===== src/rtl/nibble_serial_subtract_ctrl.sv =====
// nibble_serial_subtract_ctrl
// Computes a - b (16 bits) four bits per cycle through a single 4-bit
// subtract slice (a_nib + ~b_nib + c_in), with a valid/ready start request
// and a valid/ready result handshake. Flags are produced as the last nibble
// is written.

module nibble_serial_subtract_ctrl (
   input  logic        clk,
   input  logic        reset,
   input  logic        start_valid,
   output logic        start_ready,
   input  logic [15:0] a,
   input  logic [15:0] b,
   output logic        done_valid,
   input  logic        done_ready,
   output logic [15:0] result,
   output logic        carry_out,
   output logic        overflow,
   output logic        zero,
   output logic        busy
);

   typedef enum logic [1:0] {
      IDLE = 2'd0,
      RUN  = 2'd1,
      DONE = 2'd2
   } state_t;

   state_t      state;
   logic [1:0]  nib_idx;
   logic        carry_reg;
   logic [15:0] a_reg;
   logic [15:0] b_reg;

   logic [3:0]  a_nib;
   logic [3:0]  b_nib;
   logic        c_in;
   logic [4:0]  slice_sum;
   logic        last_nib;
   logic        final_overflow;
   logic        final_zero;

   // Single 4-bit subtract slice fed by the nibble selected by nib_idx
   always_comb begin
      // NOTE: every combinational output gets a default first so no path
      // leaves it unassigned, which would infer a latch.
      a_nib          = 4'(a_reg >> {nib_idx, 2'b00});
      b_nib          = 4'(b_reg >> {nib_idx, 2'b00});
      c_in           = (nib_idx == 2'd0) ? 1'b1 : carry_reg;
      slice_sum      = {1'b0, a_nib} + {1'b0, ~b_nib} + {4'b0000, c_in};
      last_nib       = (nib_idx == 2'd3);
      // Flags on the last nibble must see the bits being written this cycle,
      // not the stale upper nibble still sitting in result.
      final_overflow = (a_reg[15] != b_reg[15]) && (slice_sum[3] != a_reg[15]);
      final_zero     = ({slice_sum[3:0], result[11:0]} == 16'h0000);
   end

   // Control FSM, operand capture, per-nibble result write and final flags
   always_ff @(posedge clk) begin
      // NOTE: sequential state uses non-blocking assignments so every
      // register samples pre-edge values regardless of statement order.
      if (reset) begin
         state       <= IDLE;
         nib_idx     <= 2'd0;
         carry_reg   <= 1'b0;
         a_reg       <= 16'h0000;
         b_reg       <= 16'h0000;
         result      <= 16'h0000;
         carry_out   <= 1'b0;
         overflow    <= 1'b0;
         zero        <= 1'b0;
         start_ready <= 1'b1;
         done_valid  <= 1'b0;
         busy        <= 1'b0;
      end else begin
         case (state)
            IDLE: begin
               if (start_valid) begin
                  a_reg       <= a;
                  b_reg       <= b;
                  nib_idx     <= 2'd0;
                  state       <= RUN;
                  start_ready <= 1'b0;
                  busy        <= 1'b1;
               end
            end
            RUN: begin
               result[{nib_idx, 2'b00} +: 4] <= slice_sum[3:0];
               carry_reg <= slice_sum[4];
               nib_idx   <= nib_idx + 2'd1;
               if (last_nib) begin
                  carry_out  <= slice_sum[4];
                  overflow   <= final_overflow;
                  zero       <= final_zero;
                  state      <= DONE;
                  busy       <= 1'b0;
                  done_valid <= 1'b1;
               end
            end
            DONE: begin
               // start_valid is deliberately ignored here; the earliest new
               // acceptance is the edge after returning to IDLE.
               if (done_ready) begin
                  state       <= IDLE;
                  done_valid  <= 1'b0;
                  start_ready <= 1'b1;
               end
            end
            default: begin
               state       <= IDLE;
               start_ready <= 1'b1;
               done_valid  <= 1'b0;
               busy        <= 1'b0;
            end
         endcase
      end
   end

endmodule

===== config.mk =====
export PLATFORM = sky130hd
export DESIGN_NAME = nibble_serial_subtract_ctrl
export DESIGN_NICKNAME = d
export VERILOG_FILES = /design/src/rtl/nibble_serial_subtract_ctrl.sv
export SDC_FILE = /design/constraint.sdc
export NUM_CORES = 1
export LEC_CHECK = 0
export CAP_MARGIN = 20
export CORE_MARGIN = 2
export CORE_UTILIZATION = 35
export DETAILED_ROUTE_END_ITERATION = 10
export PLACE_DENSITY = 0.57
export SLEW_MARGIN = 5
export SYNTH_ARGS = -nofsm -noshare
export SYNTH_HDL_FRONTEND = slang
export SYNTH_SLANG_ARGS = --single-unit

===== constraint.sdc =====
create_clock -name clk -period 3.7 [get_ports clk]
set_input_delay 1.11 -clock clk [delete_from_list [all_inputs] [get_ports clk]]
set_output_delay 1.11 -clock clk [all_outputs]
set_load 0.05 [all_outputs]

==> run_summary.xml <==
<?xml version="1.0" encoding="UTF-8"?>
<metrics>
  <group name="outcome">
    <metric name="outcome" unit="">finished, final reports clean</metric>
  </group>
  <group name="cts">
    <metric name="ctsHtreeMaxLevel" unit="">3</metric>
    <metric name="post_cts_buffers" unit="">0</metric>
    <metric name="clkLatencyLatePin" unit="ns">0.33</metric>
    <metric name="clkTransAtPathRegs" unit="ns">0.07</metric>
    <metric name="ctsResizeCount" unit="">0</metric>
    <metric name="holdBufCountCts" unit="">0</metric>
    <metric name="cts_root_buffer" unit="">clkbuf_8</metric>
    <metric name="cts_sinks" unit="">59</metric>
    <metric name="cts_max_path_buffers" unit="">2</metric>
    <metric name="cts_inserted_buffers" unit="">9</metric>
    <metric name="tritoncts" unit="">yes</metric>
  </group>
  <group name="logic_synthesis">
    <metric name="syn-num-nets" unit="">342</metric>
    <metric name="synthesis.area_per_instance" unit="µm²">8.98</metric>
    <metric name="combinational_family_with_the_most_area_after_synthesis" unit="">simple AND/OR/NAND/NOR gates</metric>
    <metric name="synthMuxAreaShare" unit="%">6.80</metric>
    <metric name="synth-adder-area-share" unit="%">5.76</metric>
    <metric name="netlist_area" unit="µm²">2650</metric>
    <metric name="synth_flop_cell" unit="">dfxtp_1</metric>
    <metric name="seq_area_frac_synth" unit="%">44.6</metric>
    <metric name="synth.ff_latch_count" unit="">59</metric>
    <metric name="yosys.area.top_type" unit="">dfxtp_1</metric>
    <metric name="synth-compound-area-share" unit="%">15.0</metric>
    <metric name="synth_enable_flop_cells" unit="">0</metric>
    <metric name="synthDominantCellAreaShare" unit="%">44.6</metric>
    <metric name="ys_top_cells_by_area" unit="">dfxtp_1 (45%), nand2_1 (9.9%), a21oi_1 (7.7%)</metric>
    <metric name="synth_warnings" unit="">0</metric>
    <metric name="synth_cell_type_count" unit="">41</metric>
    <metric name="synthXorXnorAreaFrac" unit="%">0.331</metric>
    <metric name="asyncSetResetFlopFracSynth" unit="%">0</metric>
    <metric name="synth_simple_gate_area_share" unit="%">23.6</metric>
    <metric name="netlist_instances" unit="">295</metric>
  </group>
  <group name="place">
    <metric name="dpl.hpwl" unit="mm">4.24</metric>
    <metric name="placement.cell_area" unit="µm²">3300</metric>
    <metric name="io_buffer_count" unit="">57</metric>
    <metric name="gp_routability_congestion" unit="">0.767</metric>
  </group>
  <group name="power">
    <metric name="totalPowerFinal" unit="mW">1.52</metric>
    <metric name="worst_voltage_drop_across_the_vdd_grid" unit="mV">0.162</metric>
    <metric name="power-per-cell-area" unit="nW/µm²">436</metric>
    <metric name="p_leak" unit="nW">1.27</metric>
  </group>
  <group name="layout">
    <metric name="diodes" unit="">0</metric>
    <metric name="nNetsFinal" unit="">396</metric>
    <metric name="final_design_area_no_fill" unit="µm²">3490</metric>
    <metric name="post_synthesis_to_final_layout_area_growth" unit="%">31.7</metric>
    <metric name="drive_above_1_share" unit="%">9.63</metric>
    <metric name="final_common_cell" unit="">nand2_1</metric>
    <metric name="area.sequential" unit="µm²">1180</metric>
    <metric name="most-common-layout-cells" unit="">nand2_1 (70), dfxtp_1 (59), clkdlybuf4s50_1 (56)</metric>
    <metric name="fill_cells" unit="">756</metric>
    <metric name="multi_input_comb_area" unit="µm²">1370</metric>
  </group>
  <group name="hold_path">
    <metric name="hold_path_depth" unit="">2</metric>
    <metric name="holdCritStartpoint" unit="">b_reg[10]$_SDFFE_PP0P_</metric>
    <metric name="timing.hold.worst.class" unit="">reg2reg</metric>
    <metric name="hold_path_end" unit="">b_reg[10]$_SDFFE_PP0P_</metric>
  </group>
  <group name="setup_path">
    <metric name="timing.critical_path.fanout_max" unit="">8</metric>
    <metric name="worst_ep_arrival_time" unit="ns">3.66</metric>
    <metric name="reg2reg_from" unit="">nib_idx[0]$_SDFFE_PP0P_</metric>
    <metric name="crit_required" unit="ns">3.95</metric>
    <metric name="criticalPathCategory" unit="">reg2reg</metric>
    <metric name="rr_endpoint" unit="">zero$_SDFFE_PP0P_</metric>
    <metric name="ff2ff_setup_slack" unit="ns">0.29</metric>
    <metric name="reg2reg_depth" unit="">9</metric>
    <metric name="timing.critical_path.to_type" unit="">flop</metric>
    <metric name="crit_path_launch_type" unit="">flop</metric>
  </group>
  <group name="detailed_routing">
    <metric name="drtAntennaViolNets" unit="">0</metric>
    <metric name="route.detailed.drc" unit="">0</metric>
    <metric name="wire_per_inst" unit="µm">13.0</metric>
    <metric name="initialDrtViolationCount" unit="">72</metric>
    <metric name="route.detailed.vias_per_inst" unit="">4.89</metric>
    <metric name="firstDrtPassIters" unit="">4</metric>
    <metric name="routed_wl" unit="mm">5.87</metric>
    <metric name="detailroute.via_count" unit="">2210</metric>
  </group>
  <group name="sta">
    <metric name="report.final.hold_viol_count" unit="">0</metric>
    <metric name="slew_violations" unit="">0</metric>
    <metric name="fin_worst_skew" unit="ns">0.00825</metric>
    <metric name="finalSetupTns" unit="ns">0</metric>
    <metric name="final.min_clock_period" unit="ns">3.41</metric>
    <metric name="grt_setup_unrepaired" unit="">no</metric>
    <metric name="max_freq" unit="MHz">293</metric>
    <metric name="worst_slew_pin_slew" unit="ns">1.05</metric>
    <metric name="min_period_over_period" unit="%">92.1</metric>
    <metric name="slew_headroom" unit="%">29.7</metric>
    <metric name="setup_violations" unit="">0</metric>
  </group>
  <group name="die">
    <metric name="overall_die_area" unit="µm²">8280</metric>
    <metric name="io_pins" unit="">58</metric>
    <metric name="die_w" unit="µm">91.0</metric>
    <metric name="die_boundary_height" unit="µm">91.0</metric>
    <metric name="std_cell_rows" unit="">31</metric>
    <metric name="floorplan.core_area" unit="µm²">7290</metric>
    <metric name="start_util" unit="%">36.3</metric>
  </group>
  <group name="global_routing">
    <metric name="global_route.overflow_total" unit="">0</metric>
    <metric name="number_of_antenna_violations_at_the_first_check_in_global_routing" unit="">0</metric>
    <metric name="global_route_usage_over_all_layers" unit="%">14.9</metric>
    <metric name="grt_max_degree" unit="">60</metric>
    <metric name="first_global_vias" unit="">2123</metric>
    <metric name="grt_pass1_wl" unit="mm">10.0</metric>
  </group>
  <group name="flow_run">
    <metric name="cap_violations" unit="">0</metric>
  </group>
</metrics>
[cells by family (layout without fill, tap and decap cells)]
kind of cell,count (synthesis),after routing
buffers and inverters,26,84
XOR/XNOR,1,1
adder cells (fa/ha/maj),11,11
AND/OR/NAND/NOR,124,124
multiplexers,8,8
flip-flops,59,59
AO/OA/AOI/OAI,66,66
[report_power, final]
| part | total [mW] | internal, mW | switching (mW) |
|---|---|---|---|
| combinational | 0.258 | 0.115 | 0.143 |
| sequential | 0.687 | 0.665 | 0.0220 |
| clock | 0.578 | 0.344 | 0.235 |
[worst max path at each step]
stage | from | endpoint | slack [ns] | cells past startpoint
5_1_grt | nib_idx[0]$_SDFFE_PP0P_ | zero$_SDFFE_PP0P_ | 0.08 | 9
3_3_place_gp | nib_idx[0]$_SDFFE_PP0P_ | zero$_SDFFE_PP0P_ | 0.44 | 9
3_5_place_dp | nib_idx[0]$_SDFFE_PP0P_ | zero$_SDFFE_PP0P_ | 0.32 | 9
6_report | nib_idx[0]$_SDFFE_PP0P_ | zero$_SDFFE_PP0P_ | 0.29 | 9
2_1_floorplan | nib_idx[0]$_SDFFE_PP0P_ | zero$_SDFFE_PP0P_ | 0.47 | 8
4_1_cts | nib_idx[0]$_SDFFE_PP0P_ | zero$_SDFFE_PP0P_ | 0.28 | 9
[per-stage QoR]
stage	instances	hold WS [ns]	worst slack [ns]	util [%]
after global routing	452	0.471	0.0799	47.9
after CTS	452	0.452	0.281	47.9
after floorplan	295	0.433	0.469	-
after detailed placement	437	0.443	0.318	45.2
final	452	0.451	0.291	47.9
after global placement	437	0.441	0.436	45.2
[critical path: stages, from the launching register on]
cell	delay [ns]
dfxtp_1	0.56
inv_1	0.19
ha_1	0.32
or2_2	0.31
fa_1	0.41
fa_1	0.55
or4_1	0.51
nor4_1	0.19
o2111ai_1	0.14
a21oi_1	0.16
[metal layers]
layer / GRT usage (%) / wire (µm) / vias to the layer above
met2: 22.4 / 2680 / 40
met4: 6.82 / 80 / 0
met1: 20.0 / 2860 / 1032
met3: 3.98 / 248 / 8
li1: - / - / 1130
met5: 0 / 0 / -
[cells in the mapped netlist, types with 2 or more instances]
| master | count |
|---|---|
| dfxtp_1 | 59 |
| inv_1 | 8 |
| nand3b_1 | 2 |
| a22oi_1 | 13 |
| a21oi_1 | 41 |
| nand2_1 | 70 |
| nor2b_1 | 3 |
| buf_2 | 6 |
| o32a_1 | 2 |
| mux4_2 | 8 |
| nor2_1 | 24 |
| clkbuf_1 | 10 |
| nor4_1 | 2 |
| nor4b_4 | 2 |
| nand2b_1 | 2 |
| or4_1 | 2 |
| or3b_1 | 4 |
| ha_1 | 9 |
| a211oi_1 | 3 |
| buf_1 | 2 |
| and3b_1 | 2 |
| fa_1 | 2 |
[cell type report]
| class | instances | area share (%) |
|---|---|---|
| Multi-Input combinational cell | 210 | 39.1 |
| Sequential cell | 59 | 33.8 |
| Timing Repair Buffer | 61 | 17.1 |
| Clock buffer | 13 | 4.55 |
| Tap cell | 99 | 3.55 |
| Clock inverter | 2 | 1.00 |
| Inverter | 8 | 0.860 |
No activity file was read; power rests on OpenSTA's default activity.
